`src/rtl/branch_predictor_if.sv`:
```
// Fetch-lookup and execute-resolution signals of the branch predictor.
// Statistics ports exist only when BRANCH_PRED_STATS_EN is defined.
interface branch_predictor_if;
  logic [31:0] i_if_pc;
  logic        i_if_is_branch;
  logic        o_prediction;
  logic        i_ex_branch;
  logic        i_ex_taken;
  logic        i_ex_prediction;
  logic [31:0] i_ex_pc;
  logic [31:0] i_ex_target;
  logic        o_redirect_valid;
  logic [31:0] o_redirect_pc;
`ifdef BRANCH_PRED_STATS_EN
  logic [31:0] o_branch_count;
  logic [31:0] o_mispredict_count;
`endif

  modport master (
    output i_if_pc, i_if_is_branch, i_ex_branch, i_ex_taken,
           i_ex_prediction, i_ex_pc, i_ex_target,
`ifdef BRANCH_PRED_STATS_EN
    input  o_branch_count, o_mispredict_count,
`endif
    input  o_prediction, o_redirect_valid, o_redirect_pc
  );

  modport slave (
    input  i_if_pc, i_if_is_branch, i_ex_branch, i_ex_taken,
           i_ex_prediction, i_ex_pc, i_ex_target,
`ifdef BRANCH_PRED_STATS_EN
    output o_branch_count, o_mispredict_count,
`endif
    output o_prediction, o_redirect_valid, o_redirect_pc
  );
endinterface

```
`src/rtl/branch_predictor.sv`:
```
// Untagged 2-bit saturating-counter direction predictor with one-cycle mispredict redirect.
// Optional statistics counters are built when BRANCH_PRED_STATS_EN is defined.
module branch_predictor #(
  parameter int INDEX_BITS = 4
) (
  input logic               clk,
  input logic               reset,
  branch_predictor_if.slave bp
);
  localparam int ENTRIES = 1 << INDEX_BITS;

  logic [1:0]            ctr_table [ENTRIES];
  logic [INDEX_BITS-1:0] if_idx;
  logic [INDEX_BITS-1:0] ex_idx;
  logic                  mispredict;
  logic [31:0]           fix_pc;
  logic                  redirect_vld_p1;
  logic [31:0]           redirect_pc_p1;

  function automatic logic [1:0] ctr_next(input logic [1:0] ctr, input logic taken);
    if (taken) return (ctr == 2'b11) ? 2'b11 : ctr + 2'b01;
    else       return (ctr == 2'b00) ? 2'b00 : ctr - 2'b01;
  endfunction

  assign if_idx = bp.i_if_pc[INDEX_BITS+1:2];
  assign ex_idx = bp.i_ex_pc[INDEX_BITS+1:2];

  // Table read is asynchronous, so a same-cycle update is seen only after the edge.
  assign bp.o_prediction = bp.i_if_is_branch & ctr_table[if_idx][1];

  assign mispredict = bp.i_ex_branch & (bp.i_ex_taken ^ bp.i_ex_prediction);
  assign fix_pc     = bp.i_ex_taken ? bp.i_ex_target : bp.i_ex_pc + 32'd4;

  // ---- stage p1: table update and registered redirect ----
  always_ff @(posedge clk) begin
    if (reset) begin
      for (int i = 0; i < ENTRIES; i++) ctr_table[i] <= 2'b01;
      redirect_vld_p1 <= 1'b0;
      redirect_pc_p1  <= 32'd0;
    end else begin
      if (bp.i_ex_branch) ctr_table[ex_idx] <= ctr_next(ctr_table[ex_idx], bp.i_ex_taken);
      redirect_vld_p1 <= mispredict;
      if (mispredict) redirect_pc_p1 <= fix_pc;
    end
  end

  assign bp.o_redirect_valid = redirect_vld_p1;
  assign bp.o_redirect_pc    = redirect_pc_p1;

`ifdef BRANCH_PRED_STATS_EN
  logic [31:0] branch_cnt;
  logic [31:0] mispred_cnt;

  function automatic logic [31:0] sat_inc32(input logic [31:0] v);
    return (v == 32'hFFFF_FFFF) ? v : v + 32'd1;
  endfunction

  always_ff @(posedge clk) begin
    if (reset) begin
      branch_cnt  <= 32'd0;
      mispred_cnt <= 32'd0;
    end else begin
      if (bp.i_ex_branch) branch_cnt  <= sat_inc32(branch_cnt);
      if (mispredict)     mispred_cnt <= sat_inc32(mispred_cnt);
    end
  end

  assign bp.o_branch_count     = branch_cnt;
  assign bp.o_mispredict_count = mispred_cnt;
`endif

  // Only the index bits of each PC take part in the lookup.
  logic unused_pc_bits;
  assign unused_pc_bits = ^{bp.i_if_pc[31:INDEX_BITS+2], bp.i_if_pc[1:0],
                            bp.i_ex_pc[31:INDEX_BITS+2]};
endmodule

```
`src/flat_wrapper.sv`:
```
// flat-port wrapper written by rule: the top's interface ports become plain ports
module branch_predictor_flat 
#(
  parameter int INDEX_BITS = 4
)
  (clk, reset, bp_i_if_pc, bp_i_if_is_branch, bp_i_ex_branch, bp_i_ex_taken, bp_i_ex_prediction, bp_i_ex_pc, bp_i_ex_target, bp_o_prediction, bp_o_redirect_valid, bp_o_redirect_pc);
  branch_predictor_if bp_i ();
  input logic clk;
  input logic reset;
  input wire logic [$bits(bp_i.i_if_pc)-1:0] bp_i_if_pc;
  input wire logic [$bits(bp_i.i_if_is_branch)-1:0] bp_i_if_is_branch;
  input wire logic [$bits(bp_i.i_ex_branch)-1:0] bp_i_ex_branch;
  input wire logic [$bits(bp_i.i_ex_taken)-1:0] bp_i_ex_taken;
  input wire logic [$bits(bp_i.i_ex_prediction)-1:0] bp_i_ex_prediction;
  input wire logic [$bits(bp_i.i_ex_pc)-1:0] bp_i_ex_pc;
  input wire logic [$bits(bp_i.i_ex_target)-1:0] bp_i_ex_target;
  output wire logic [$bits(bp_i.o_prediction)-1:0] bp_o_prediction;
  output wire logic [$bits(bp_i.o_redirect_valid)-1:0] bp_o_redirect_valid;
  output wire logic [$bits(bp_i.o_redirect_pc)-1:0] bp_o_redirect_pc;
  assign bp_i.i_if_pc = bp_i_if_pc;
  assign bp_i.i_if_is_branch = bp_i_if_is_branch;
  assign bp_i.i_ex_branch = bp_i_ex_branch;
  assign bp_i.i_ex_taken = bp_i_ex_taken;
  assign bp_i.i_ex_prediction = bp_i_ex_prediction;
  assign bp_i.i_ex_pc = bp_i_ex_pc;
  assign bp_i.i_ex_target = bp_i_ex_target;
  assign bp_o_prediction = bp_i.o_prediction;
  assign bp_o_redirect_valid = bp_i.o_redirect_valid;
  assign bp_o_redirect_pc = bp_i.o_redirect_pc;
  branch_predictor #(.INDEX_BITS(INDEX_BITS)) u_core (.clk(clk), .reset(reset), .bp(bp_i));
endmodule
```
`config.mk`:
```
export PLATFORM = sky130hd
export DESIGN_NAME = branch_predictor_flat
export DESIGN_NICKNAME = d
export VERILOG_FILES = /design/src/rtl/branch_predictor_if.sv /design/src/rtl/branch_predictor.sv /design/src/flat_wrapper.sv
export SDC_FILE = /design/constraint.sdc
export NUM_CORES = 1
export LEC_CHECK = 0
export BUFFER_PORTS_ARGS = -buffer_cell sky130_fd_sc_hd__buf_2
export CAP_MARGIN = 10
export CORE_UTILIZATION = 46
export DETAILED_ROUTE_END_ITERATION = 8
export PLACE_DENSITY = 0.81
export REMOVE_ABC_BUFFERS = 1
export SYNTH_ARGS = -nofsm -noshare
export SYNTH_HDL_FRONTEND = slang
export SYNTH_SLANG_ARGS = --single-unit
```
`constraint.sdc`:
```
create_clock -name clk -period 2.2 [get_ports clk]
set_clock_uncertainty 0.15 [all_clocks]
set_input_delay 0.44 -clock clk [delete_from_list [all_inputs] [get_ports clk]]
set_output_delay 0.44 -clock clk [all_outputs]
set_load 0.01 [all_outputs]
```
==> metrics.md, run 1 <==
| Metric | Value |
|---|---|
| Dominant cells by area after synthesis | `edfxtp_1, dfxtp_1, nand2_1` |
| Antenna Nets Post-Route | `0` |
| PortBufs | `107` |
| Critical path's slowest cell | `mux4_2` |
| Worst min path class | `in -> reg` |
| Period Utilization, post-route | `117.3%` |
| Reg clk slew, reported paths | `0.07 ns` |
| Synthesis warning total | `0` |
| Slew Limit Fails | `0` |
| Routed len/inst | `16.11 um` |
| Drt pass-1 iters | `4` |
| Congestion Overflow GR | `0` |
| Min setup slack post-route | `-0.3816 ns` |
| CTS H-Tree Depth | `3` |
| # diodes | `0` |
| Max Cap Violations | `0` |
| Worst Setup Start Kind | `register` |
| Via density | `5.628` |
| WL final | `10530 um` |
| Most frequent cell after synthesis | `nand2_1` |
| Die height | `95.30 um` |
| GRT Util Overall | `24.93%` |
| Routed via count | `3681` |
| CORE AREA | `8299 um^2` |
| Fill cells | `689` |
| Crit-path max FO | `2` |
| Pleak | `1.930 nW` |
| Setup Crit Path Kind | `reg -> out` |
| Crit path arrival time | `1.99 ns` |
| First-pass GRT wire length | `17090 um` |
| Num CTS Buffers | `9` |
| Final Hold Fails | `0` |
| Number of flops mapped to enable cells by yosys | `32` |
| Final cell count without fillers | `654` |
| Final min period | `2.582 ns` |
| Row count | `33` |
| Sequential cell area | `1622 um^2` |
| Area Growth Syn to Fin | `24.38%` |
| Initial antenna violation count | `0` |
| Largest net degree at the start of global routing | `51` |
| Yosys top cell area share | `24.00%` |
| Post-CTS setup buffers | `0` |
| Synth unique cells | `49` |
| Crit-path max cell delay | `0.50 ns` |
| Final GP Congestion | `0.8677` |
| Highest clock rate | `387.4 MHz` |
| RSZ-0062 raised after global routing | `true` |
| Seq/Total Area, Yosys | `40.50%` |
| Crit path cell chain | `mux4_2 > mux4_2 > and2_4 > buf_2` |
| I/O Pins | `136` |
| # clock sinks | `65` |
| Pre-CTS setup slack | `-0.3133 ns` |
| Clk_lat worst skew | `0.34 ns` |
| Root Driver | `clkbuf_8` |
| Placed Cells incl. Taps | `638` |
| Initial core utilization | `48.24%` |
| Overall die width | `95.30 um` |
| Cell Area, Synth | `4004 um^2` |
| Main synth FF type | `dfxtp_1` |
| Multi-input gate area | `2192 um^2` |
| Share of layout cells above drive strength 1 | `36.79%` |
| Setup-failing EPs final | `1` |
| # hold bufs at CTS | `0` |
| DP HPWL | `8035 um` |
| Synth area leader | `edfxtp_1` |
| Cells after Synth | `422` |
| Worst VDD drop | `0.0003461 V` |
| Least-Margin Pin Slew | `0.5434 ns` |
| Failing checks | `negative setup slack` |
| Drt drc | `0` |
| Total negative slack | `-0.3816 ns` |
| DRT iter0 DRCs | `242` |
| Vias in the first global route | `3671` |
| CTS tree | `built` |
| Worst Path Required | `1.61 ns` |
| Die Area | `9081 um^2` |
| Synth top cells by count | `nand2_1, nor2_1, dfxtp_1, edfxtp_1, nand3_1` |
| CTS max path bufs | `2` |
| Mean Syn Cell Area | `9.488 um^2` |
| Final net count | `650` |
| Async SR Flop Fraction | `0%` |
| Status | `finished with violations` |
| CP Capture Type | `primary output` |
| Most used cell, CP | `mux4_2` |
| Yosys reg bits | `65` |
| Max_slew headroom | `63.77%` |
| Power per standard cell area | `573.3 nW/um^2` |
==> final timing paths <==
| check | from | end | slack [ns] | depth (start not counted) |
|---|---|---|---|---|
| hold reg to reg | u_core.bp.o_redirect_pc[9]$_SDFFE_PP0P_ | u_core.bp.o_redirect_pc[9]$_SDFFE_PP0P_ | 0.30 | 2 |
| setup / recovery | u_core.ctr_table[12][1]$_SDFFCE_PN0P_ | bp_o_prediction | -0.38 | 4 |
| setup reg to reg | u_core.ctr_table[1][1]$_SDFFCE_PN0P_ | u_core.ctr_table[8][0]$_SDFFCE_PN1P_ | 0.02 | 6 |
| hold / removal | bp_i_ex_target[31] | u_core.bp.o_redirect_pc[31]$_SDFFE_PP0P_ | 0.25 | 3 |
==> placed cells by master (no fill, tap or decap), types with 3 or more instances in the layout <==
master    synthesis  final
o21a_1            3      3
clkinv_2          0      3
nor3_2            7      7
xor2_1           10     10
nor3_1           18     18
o21ai_0          17     17
edfxtp_1         32     32
a31oi_1           5      5
a21oi_1          17     17
mux4_1            6      5
dfxtp_1          33     33
buf_2             4    106
nand2b_1         17     17
mux2i_1           6      6
o211ai_1          4      4
clkbuf_8          0     11
buf_12            0      3
inv_1             8      8
mux4_2            7      8
nand4_1           4      4
and4_1            3      3
nor2_1           35     35
a221oi_1          5      5
buf_4             0     29
a221oi_2          3      3
xnor2_1          15     15
and3_1            5      5
nand3_1          21     20
nand2_2           0      7
nor4_1            4      4
ha_1              4      4
nor2b_1           6      6
nand2_1          61     54
a211oi_1          4      4
or2_2            11     11
==> where the power goes <==
group          switching [mW]  internal [mW]
Clock                   0.448          0.466
Combinational           0.317          0.266
Sequential             0.0321           1.33
==> cell type report <==
type,instances,area share (%)
well taps,105,2.638
clock inverters,3,0.3015
inverters,8,0.6030
flip-flops and latches,65,32.56
clock buffers,13,3.191
repair buffers,140,16.68
multi-input cells,320,44.02
==> flip-flops by register name (all words and copies together) (netlist names) <==
register and count:
u_core.bp.o_redirect_pc 32, u_core.bp.o_redirect_valid 1, u_core.ctr_table 32
==> metrics by stage <==
stage               area (um^2)  hold slack (ns)  power [mW]  utilization [%]
global placement           4775           0.2895       1.933            57.53
floorplan                  3822           0.3200       1.647                -
CTS                        4945           0.2330       2.854            59.58
finish                     4980           0.2460       2.855            60.00
detailed placement         4775           0.2934       1.953            57.53
global route               4980           0.2466       2.981            60.00
==> routing by layer <==
| layer | global-route usage [%] | wire [um] |
|---|---|---|
| met5 | 0 | 0 |
| met4 | 8.838 | 161 |
| met3 | 6.459 | 825 |
| met2 | 43.04 | 5300 |
| met1 | 29.86 | 4245 |
==> worst max-delay path, delay by kind of cell, from the launching register on <==
kind                   cells  cell delay (ns)
buffers and inverters      1             0.13
and+or+nand+nor            1             0.14
DFF                        1             0.42
muxes                      2             0.97
==> kinds of logic (layout without fill, tap and decap cells) <==
kind of cell	Yosys count	count (layout)	synth area share (%)
mux	19	19	9.375
buf+inv	37	164	5.281
xor+xnor	25	25	5.469
compound gates	67	67	11.38
simple gates	203	203	26.19
flops	65	65	40.50
fa+ha+maj	6	6	1.813
==> repair_timing <==
item                                    4_1_cts  5_1_grt
endpoints found under the setup margin       27       15
pin swaps                                     1        8
gates resized for setup                       1       12
hold endpoints to repair                      0        0
Note: power is estimated with default switching activity, not from simulation.
==> run 2, diff against run 1 <==
--- a/config.mk
+++ b/config.mk
@@ -7,8 +7,11 @@
 export LEC_CHECK = 0
 export BUFFER_PORTS_ARGS = -buffer_cell sky130_fd_sc_hd__buf_2
 export CAP_MARGIN = 10
-export CORE_UTILIZATION = 46
+export CELL_PAD_IN_SITES_DETAIL_PLACEMENT = 1
+export CELL_PAD_IN_SITES_GLOBAL_PLACEMENT = 2
+export CORE_UTILIZATION = 27
 export DETAILED_ROUTE_END_ITERATION = 8
+export MAX_ROUTING_LAYER = met4
 export PLACE_DENSITY = 0.81
 export REMOVE_ABC_BUFFERS = 1
 export SYNTH_ARGS = -nofsm -noshare
==> run 2 against run 1 <==
Net effect: the flow still finishes with violations (negative setup slack); design area up 6.9%; count of clock-buffer cells in the layout down 3; flip-flop and latch count unchanged; global-route usage down 7.1 points; die area up 69%; setup slack worse by 0.028 ns; register-to-register slack worse by 0.06 ns; critical endpoint unchanged; largest power group is now clock; highest routed layer unchanged.
==> metrics.md, run 2 (synthesis results as in run 1) <==
| Metric | Value |
|---|---|
| Status | `finished with violations` |
| Failing checks | `negative setup slack` |
| Congestion Overflow GR | `0` |
| Vias in the first global route | `3934` |
| Fill cells | `1692` |
| Period Utilization, post-route | `118.6%` |
| Worst VDD drop | `0.0002499 V` |
| Crit-path max cell delay | `0.52 ns` |
| DRT iter0 DRCs | `143` |
| Highest clock rate | `383.1 MHz` |
| PortBufs | `107` |
| Setup-failing EPs final | `8` |
| Initial core utilization | `27.65%` |
| Clk_lat worst skew | `0.34 ns` |
| GRT Util Overall | `17.86%` |
| Max_slew headroom | `60.72%` |
| Most used cell, CP | `mux4_2` |
| Max Cap Violations | `0` |
| Antenna Nets Post-Route | `0` |
| RSZ-0062 raised after global routing | `true` |
| Share of layout cells above drive strength 1 | `37.63%` |
| WL final | `12880 um` |
| Crit path cell chain | `mux4_2 > mux4_2 > and2_4 > buf_6` |
| Worst Path Required | `1.61 ns` |
| Cell family with most CP delay | `multiplexers` |
| CTS tree | `built` |
| CP Capture Type | `primary output` |
| Drt drc | `0` |
| # diodes | `0` |
| Final GP Congestion | `0.8545` |
| Worst min path class | `in -> reg` |
| First-pass GRT wire length | `19730 um` |
| Routed len/inst | `17.35 um` |
| DP HPWL | `9649 um` |
| Die Area | `15320 um^2` |
| Reg clk slew, reported paths | `0.06 ns` |
| Die height | `123.8 um` |
| Most frequent cells in the layout | `buf_2, nand2_1, buf_4` |
| Min setup slack post-route | `-0.4101 ns` |
| Power Total | `3.529 mW` |
| CTS max path bufs | `2` |
| I/O Pins | `136` |
| Total negative slack | `-0.5530 ns` |
| Row count | `44` |
| Worst Setup Start Kind | `register` |
| # clock sinks | `65` |
| Initial antenna violation count | `0` |
| Most common cell after layout, fill and taps aside | `buf_2` |
| Final Hold Fails | `0` |
| Largest net degree at the start of global routing | `51` |
| Root Driver | `clkbuf_16` |
| Slew Limit Fails | `0` |
| Via density | `5.012` |
| Pleak | `2.042 nW` |
| Power per standard cell area | `662.8 nW/um^2` |
| Setup Crit Path Kind | `reg -> out` |
| Num CTS Buffers | `9` |
| Final min period | `2.610 ns` |
| Least-Margin Pin Slew | `0.5892 ns` |
| Crit path arrival time | `2.02 ns` |
| Critical path's slowest cell | `mux4_2` |
| Final net count | `659` |
| CTS H-Tree Depth | `3` |
| CORE AREA | `14480 um^2` |
| Drt pass-1 iters | `4` |
| Routed via count | `3719` |
| Overall die width | `123.8 um` |
| WP buf/inv | `1` |
| Area Growth Syn to Fin | `33.00%` |
| Crit-path max FO | `2` |
==> run 2: worst min-delay path, delay by kind of cell <==
family	cells	cell delay, ns
and+or+nand+nor	1	0.07
AOI/OAI and AO/OA	1	0.08
buffers and inverters	1	0.10
==> run 2: metrics by stage <==
| stage | cell area [um^2] | util, % | setup WS, ns | instances | hold slack (ns) |
|---|---|---|---|---|---|
| finish | 5325 | 36.78 | -0.4101 | 742 | 0.2570 |
| global route | 5325 | 36.78 | -0.4476 | 742 | 0.2734 |
| CTS | 5254 | 36.29 | -0.4065 | 741 | 0.2459 |
| detailed placement | 4926 | 34.02 | -0.3933 | 724 | 0.3046 |
| global placement | 4926 | 34.02 | -0.2956 | 724 | 0.2941 |
| floorplan | 3822 | - | 0.05522 | 393 | 0.3200 |
==> run 2: layout make-up <==
| type | instances | area, um^2 | share of cell area [%] |
|---|---|---|---|
| inverter | 8 | 30.03 | 0.5639 |
| clock inverter | 6 | 83.83 | 1.574 |
| multi-input combinational | 320 | 2208 | 41.47 |
| tap | 184 | 230.2 | 4.323 |
| timing repair buffer | 149 | 922.1 | 17.32 |
| clock buffer | 10 | 229.0 | 4.300 |
| sequential | 65 | 1622 | 30.45 |
==> run 2: final timing paths <==
kind,slack [ns],cells past startpoint,end,startpoint
max,-0.41,4,bp_o_prediction,u_core.ctr_table[5][1]$_SDFFCE_PN0P_
min,0.26,3,u_core.bp.o_redirect_pc[14]$_SDFFE_PP0P_,bp_i_ex_target[14]
min reg2reg,0.31,2,u_core.bp.o_redirect_pc[17]$_SDFFE_PP0P_,u_core.bp.o_redirect_pc[17]$_SDFFE_PP0P_
max reg2reg,-0.04,6,u_core.ctr_table[15][1]$_SDFFCE_PN0P_,u_core.ctr_table[0][1]$_SDFFCE_PN0P_
==> run 2: metal layers <==
metal | vias up | global-route usage [%] | part of all wire (%)
met5 | - | - | 0
met4 | 0 | 7.530 | 1.6
met3 | 17 | 3.205 | 3.8
met2 | 79 | 30.21 | 50
met1 | 1843 | 20.77 | 45
li1 | 1780 | - | -
==> run 2: timing repair <==
item,in CTS,in global routing
setup buffers,1,1
endpoints found under the setup margin,25,16
resized for setup,4,10
cloned,0,1
hold buffers,0,0
pin swaps,1,3
==> run 2: report_power, final <==
| group | total, mW | leakage, nW | switching, mW | internal [mW] |
|---|---|---|---|---|
| clock | 1.54 | 0.146 | 0.552 | 0.986 |
| sequential | 1.36 | 0.558 | 0.0330 | 1.33 |
| combinational | 0.631 | 1.34 | 0.342 | 0.289 |
